## src/rtl/icmem_fetch.sv

```systemverilog
// -----------------------------------------------------------------------------
// icmem_fetch
//
// Instruction store with a built-in fetch sequencer, sitting between the
// boot/test loader and the core decode stage.
//
// A load phase writes a program of variable length into the store, starting at
// slot 0. A run phase then fetches the program sequentially. Fetch supports:
//   - stall
//   - branch redirect
//   - halt once the PC leaves the loaded program
//
// Ports
//   clk         rising-edge clock
//   rst         asynchronous, active-low reset
//   load_valid  write load_data into the next load slot
//   load_data   instruction word to store
//   load_last   qualifies load_valid; marks the final program word
//   start       begin fetching from PC 0 (IDLE with a program, or HALT)
//   stall       freeze fetch; pc and the fetch outputs hold
//   br_taken    redirect fetch to br_target (wins over stall)
//   br_target   branch destination
//   inst        fetched instruction (registered memory read)
//   inst_pc     address of inst
//   inst_valid  inst/inst_pc carry a valid fetch this cycle
//   load_full   every slot has been written; loads from IDLE are ignored
//   prog_len    number of words in the loaded program
//   state       0 IDLE, 1 LOAD, 2 RUN, 3 HALT
// -----------------------------------------------------------------------------
module icmem_fetch #(
  parameter  int ISA_WIDTH = 16,
  parameter  int PC_WIDTH  = 16,
  parameter  int DEPTH     = 32,
  localparam int ADDR_W    = $clog2(DEPTH)
) (
  input  logic                 clk,
  input  logic                 rst,
  input  logic                 load_valid,
  input  logic [ISA_WIDTH-1:0] load_data,
  input  logic                 load_last,
  input  logic                 start,
  input  logic                 stall,
  input  logic                 br_taken,
  input  logic [PC_WIDTH-1:0]  br_target,
  output logic [ISA_WIDTH-1:0] inst,
  output logic [PC_WIDTH-1:0]  inst_pc,
  output logic                 inst_valid,
  output logic                 load_full,
  output logic [ADDR_W:0]      prog_len,
  output logic [1:0]           state
);

  typedef enum logic [1:0] {
    S_IDLE = 2'd0,
    S_LOAD = 2'd1,
    S_RUN  = 2'd2,
    S_HALT = 2'd3
  } state_t;

  localparam logic [ADDR_W-1:0] LAST_SLOT = ADDR_W'(DEPTH - 1);

  // ---------------------------------------------------------------------------
  // Storage. No reset, so the array maps onto block RAM. The read side is
  // registered into inst_q below.
  // ---------------------------------------------------------------------------
  logic [ISA_WIDTH-1:0] mem [DEPTH];

  state_t               state_q,      state_d;
  logic [PC_WIDTH-1:0]  pc_q,         pc_d;
  logic [ADDR_W-1:0]    wptr_q,       wptr_d;
  logic [ADDR_W:0]      prog_len_q,   prog_len_d;
  logic [ISA_WIDTH-1:0] inst_q;
  logic [PC_WIDTH-1:0]  inst_pc_q,    inst_pc_d;
  logic                 inst_valid_q, inst_valid_d;
  logic                 load_full_q,  load_full_d;

  logic                 mem_we;
  logic [ADDR_W-1:0]    mem_waddr;
  logic                 fetch_en;
  logic                 begin_load;
  logic                 pc_in_prog;
  logic [ADDR_W-1:0]    pc_idx;

  // prog_len never exceeds DEPTH < 2**PC_WIDTH, so zero-extending it to the
  // PC width makes the comparison exact.
  assign pc_in_prog = (pc_q < PC_WIDTH'(prog_len_q));

  // Only meaningful once pc_in_prog holds. The upper PC bits are covered by
  // that check.
  assign pc_idx = pc_q[ADDR_W-1:0];

  // ---------------------------------------------------------------------------
  // Next-state logic
  // ---------------------------------------------------------------------------
  always_comb begin
    state_d      = state_q;
    pc_d         = pc_q;
    wptr_d       = wptr_q;
    prog_len_d   = prog_len_q;
    inst_pc_d    = inst_pc_q;
    inst_valid_d = inst_valid_q;
    load_full_d  = load_full_q;
    mem_we       = 1'b0;
    mem_waddr    = wptr_q;
    fetch_en     = 1'b0;
    begin_load   = 1'b0;

    unique case (state_q)
      S_IDLE: begin
        // A full store refuses further loads from IDLE. Reloading a full
        // store goes through HALT (run the program, then load).
        if (load_valid && !load_full_q) begin
          begin_load = 1'b1;
        end else if (start && (prog_len_q != '0)) begin
          pc_d    = '0;
          state_d = S_RUN;
        end
      end

      S_LOAD: begin
        if (load_valid) begin
          mem_we = 1'b1;
          wptr_d = wptr_q + 1'b1;
          // Filling the last slot closes the program, just like load_last.
          if (load_last || (wptr_q == LAST_SLOT)) begin
            prog_len_d  = {1'b0, wptr_q} + (ADDR_W+1)'(1);
            load_full_d = (wptr_q == LAST_SLOT);
            state_d     = S_IDLE;
          end
        end
      end

      S_RUN: begin
        if (br_taken) begin
          // The redirect takes effect even under stall. The old fetch is
          // dropped, and the target is range-checked on the next cycle.
          pc_d         = br_target;
          inst_valid_d = 1'b0;
        end else if (stall) begin
          // Hold everything.
        end else if (!pc_in_prog) begin
          inst_valid_d = 1'b0;
          state_d      = S_HALT;
        end else begin
          fetch_en     = 1'b1;
          inst_pc_d    = pc_q;
          inst_valid_d = 1'b1;
          pc_d         = pc_q + 1'b1;
        end
      end

      S_HALT: begin
        if (load_valid) begin
          begin_load = 1'b1;
        end else if (start) begin
          pc_d    = '0;
          state_d = S_RUN;
        end
      end

      default: state_d = S_IDLE;
    endcase

    // Start of a fresh program. Slot 0 is written now, and the old length and
    // full flag are discarded. A one-word program closes immediately.
    if (begin_load) begin
      mem_we       = 1'b1;
      mem_waddr    = '0;
      wptr_d       = ADDR_W'(1);
      load_full_d  = 1'b0;
      inst_valid_d = 1'b0;
      if (load_last) begin
        prog_len_d = (ADDR_W+1)'(1);
        state_d    = S_IDLE;
      end else begin
        prog_len_d = '0;
        state_d    = S_LOAD;
      end
    end
  end

  // ---------------------------------------------------------------------------
  // Memory write port
  // ---------------------------------------------------------------------------
  always_ff @(posedge clk) begin
    if (mem_we) begin
      mem[mem_waddr] <= load_data;
    end
  end

  // ---------------------------------------------------------------------------
  // State registers
  // ---------------------------------------------------------------------------
  always_ff @(posedge clk or negedge rst) begin
    if (!rst) begin
      state_q      <= S_IDLE;
      pc_q         <= '0;
      wptr_q       <= '0;
      prog_len_q   <= '0;
      inst_q       <= '0;
      inst_pc_q    <= '0;
      inst_valid_q <= 1'b0;
      load_full_q  <= 1'b0;
    end else begin
      state_q      <= state_d;
      pc_q         <= pc_d;
      wptr_q       <= wptr_d;
      prog_len_q   <= prog_len_d;
      inst_pc_q    <= inst_pc_d;
      inst_valid_q <= inst_valid_d;
      load_full_q  <= load_full_d;
      // Registered read. inst changes only on an actual fetch, so it holds
      // through stall, branch and halt.
      if (fetch_en) begin
        inst_q <= mem[pc_idx];
      end
    end
  end

  assign inst       = inst_q;
  assign inst_pc    = inst_pc_q;
  assign inst_valid = inst_valid_q;
  assign load_full  = load_full_q;
  assign prog_len   = prog_len_q;
  assign state      = state_q;

endmodule

```

## config.mk

```make
export PLATFORM = sky130hd
export DESIGN_NAME = icmem_fetch
export DESIGN_NICKNAME = d
export VERILOG_FILES = /design/src/rtl/icmem_fetch.sv
export SDC_FILE = /design/constraint.sdc
export NUM_CORES = 1
export LEC_CHECK = 0
export CORE_UTILIZATION = 50
export CTS_BUF_LIST = sky130_fd_sc_hd__clkbuf_8
export CTS_CLUSTER_SIZE = 10
export DETAILED_ROUTE_END_ITERATION = 10
export PLACE_DENSITY = 0.67
export SLEW_MARGIN = 20
export SYNTH_ARGS = -nofsm -noshare
export SYNTH_HDL_FRONTEND = slang
export SYNTH_SLANG_ARGS = --single-unit
```

## constraint.sdc

```tcl
create_clock -name clk -period 6.17 [get_ports clk]
set_input_delay 0.617 -clock clk [delete_from_list [all_inputs] [get_ports clk]]
set_output_delay 0.617 -clock clk [all_outputs]
set_load 0.1 [all_outputs]
```

==> results by group <==
Run status
  – Status: completed

STA
  – Post-route minimum period: 3.30 ns
  – Fin. Hold Viols: 0
  – Tcrit/Tclk final: 53.5%
  – Final setup vio count: 0
  – Slew headroom: 25.1%
  – Maximum clock rate: 303 MHz
  – Max Slew Vio Count: 0
  – Clock Skew: 0.0224 ns
  – RSZ-0062 raised after global routing: false
  – Worst-Margin Slew: 1.12 ns
  – Hold WS: 0.158 ns
  – Fin Setup TNS: 0 ns

Critical path
  – Worst Setup Path Type: register to register
  – CP Data Required Time: 6.43 ns
  – Startpoint types: register
  – Max incr delay on CP: 0.97 ns
  – Slowest stage cell, crit path: nor2_2
  – CP Buf/Inv Count: 1
  – Critical path's top delay family: simple AND/OR/NAND/NOR gates
  – Critical path, cell by cell: inv_1 -> ha_1 -> nor2b_1 -> o21a_1 -> nor2_1 -> nand3b_1 -> nor2_2
  – CP endpoint kind: register
  – Critical Path Fanout Max: 17
  – Crit path DAT: 3.56 ns

Logic synthesis
  – Top post-synthesis cells by area: edfxtp_1 67%, mux2i_1 7.1%, dfrtp_1 6.9%
  – Yosys warnings: 0
  – Post-synth net total: 1340
  – Asr flop ratio synth: 11.0%
  – Mean Syn Cell Area: 17.7 sq um
  – Share of the yosys chip area belonging to registers: 74.3%
  – Post-synth top area share: 67.4%
  – Yosys top cell by area: edfxtp_1
  – Synth Flop Type: edfxtp_1
  – Syn Inst Count: 1288
  – Cell area after synthesis: 22800 sq um
  – Distinct cells, synth: 54
  – Post-synth EDFFs: 512
  – Synth Register Bits: 575

Routing
  – DRT iter0 DRCs: 1354
  – Total routed wirelength: 51.2 mm
  – Vias/cell: 5.94
  – # DRC: 0
  – Drt first pass iters: 6
  – Vias: 12500
  – Avg WL per Cell: 24.3 microns
  – Detail Route Antenna Nets: 0

Cells and area
  – Fillers: 3369
  – Commonest non-fill, non-tap cell in the layout: edfxtp_1
  – # diodes: 0
  – Most frequent cells in the layout: 512 x edfxtp_1, 161 x mux2i_1, 103 x clkbuf_8
  – Final nets: 1485
  – Layout cells sized above 1: 17.1%
  – Area grow syn2layout: 14.8%

Placement
  – Port Buf Inserts: 80
  – Final HPWL DP: 29.4 mm
  – Final GP Congestion: 0.835

Clock network
  – CTS tree: built
  – Hold buffers post-CTS: 0
  – Root Buffer: clkbuf_8
  – Num CTS Buffers: 92
  – Max H-tree Level: 3
  – # resized after CTS: 0
  – Clk slew on worst S/H paths: 0.06 ns
  – Longest Clk Path Bufs: 3
  – Worst skew pair latency: 0.66 ns
  – Setup bufs post-CTS: 0
  – CTS sink count: 575

Floorplanning
  – Ports: 81
  – Cell Rows: 77
  – CORE AREA: 44600 sq um
  – Die H: 216 microns
  – Initial core utilization: 51.2%
  – Die ar.: 46500 sq um
  – Die width: 216 microns

GRT
  – First-pass GRT wire length: 77.3 mm
  – Congestion Overflow GR: 0
  – Largest net degree at the start of global routing: 125
  – Initial antenna violation count: 1
  – Vias in the first global route: 12300
  – Tot GR Track Use: 22.4%

Pwr
  – Combinational fraction of design power: 25.5%
  – VDD IR-drop max: 0.268 mV
  – Clock Power Share: 29.7%
  – Pwr Density: 396 nW/um^2
  – NetSw: 0.00340 W
  – Net Sw Frac: 32.8%
  – Sequential share of power: 44.8%
  – Cell Int Power: 0.00697 W
  – Leak pwr: 8.80 nW

Min path
  – Worst hold path class: input port to asynchronous set/reset pin

Flow run
  – Max-cap viol count: 0
## final cells by class
class	count	area [sq um]	share of cell area, %
Inverter	14	52.6	0.201
Tap cell	592	741	2.83
Multi-Input combinational cell	623	5580	21.3
Clock buffer	103	1420	5.41
Timing Repair Buffer	127	1120	4.27
Clock inverter	70	342	1.30
Sequential cell	575	17000	64.7
## worst paths after layout
path,startpoint,to,slack [ns],depth (start not counted)
worst max-delay path,state[1],mem[5][4],2.87,7
worst min-delay path,rst,state[0],0.16,2
worst max register to register,state[1],mem[5][4],2.87,7
worst min register to register,inst_pc[6],inst_pc[6],0.48,1
max in group asynchronous,rst,pc_q[1],5.32,2
min in group clk,inst_pc[6],inst_pc[6],0.48,1
## metal layers
| metal | track usage (%) | part of all wire (%) |
|---|---|---|
| met3 | 4.65 | 7.3 |
| met4 | 6.36 | 1.9 |
| met1 | 32.2 | 43 |
| met2 | 34.9 | 47 |
| met5 | 0 | 0.025 |
## registers in the layout, indices dropped and copies added, names as in the netlist
signal and flops:
inst 16, state 2, wptr_q 5, prog_len 6, inst_pc 16, pc_q 16, load_full 1, inst_valid 1
mem 512
## power by group through the flow
stage                     registers [W]  logic, W  clock network, W
after floorplan                 0.00510   0.00148                 0
after global placement          0.00472   0.00263                 0
after detailed placement        0.00472   0.00265                 0
after CTS                       0.00465   0.00266           0.00314
after global routing            0.00467   0.00281           0.00330
final                           0.00465   0.00265           0.00308
## kinds of logic after synthesis
| logic type | after synthesis | synth area share, % |
|---|---|---|
| adder cells (fa/ha/maj) | 13 | 0.713 |
| AO/OA/AOI/OAI | 175 | 5.93 |
| XOR/XNOR | 4 | 0.154 |
| AND/OR/NAND/NOR | 199 | 4.35 |
| buffers and inverters | 90 | 1.66 |
| multiplexers | 232 | 12.9 |
| flip-flops | 575 | 74.3 |
## cells in the mapped netlist (3+ instances only)
library cell	instances
a22o_1	41
nand2_1	58
edfxtp_1	512
mux4_2	48
buf_1	6
nor4bb_1	3
o41ai_1	4
or3_1	3
nand2b_1	5
nor2_1	50
o21ai_0	22
a211oi_1	3
inv_1	14
a221oi_1	45
nor4_1	4
mux2i_1	161
o21ai_1	3
dfrtp_1	63
o22ai_1	15
nor2b_1	7
nand3b_1	3
clkbuf_1	37
o31ai_1	6
and2_1	12
mux2_2	20
buf_2	33
a32o_1	6
mux2_1	3
a22oi_1	5
a21oi_1	10
nor3_1	6
nand3_1	15
and4b_1	3
ha_1	13
nand4_1	20
## worst reg2reg max path: cells and delay by family (launching register included)
kind / cells / cell delay [ns]
adders and majority gates: 1 / 0.22
and+or+nand+nor: 4 / 1.76
buffers and inverters: 1 / 0.11
AOI/OAI and AO/OA: 1 / 0.40
DFF: 1 / 0.43
## stage by stage
step / util, % / instances / worst slack (ns) / area (sq um) / total power (W)
6_report: 58.8 / 2104 / 2.87 / 26200 / 0.0104
5_1_grt: 58.8 / 2104 / 2.70 / 26200 / 0.0108
4_1_cts: 58.8 / 2103 / 2.88 / 26200 / 0.0104
3_5_place_dp: 54.9 / 1930 / 2.63 / 24500 / 0.00737
3_3_place_gp: 54.9 / 1929 / 2.68 / 24500 / 0.00735
2_1_floorplan: - / 1288 / 2.82 / 22800 / 0.00658
Power figures use the tool's default switching activity.
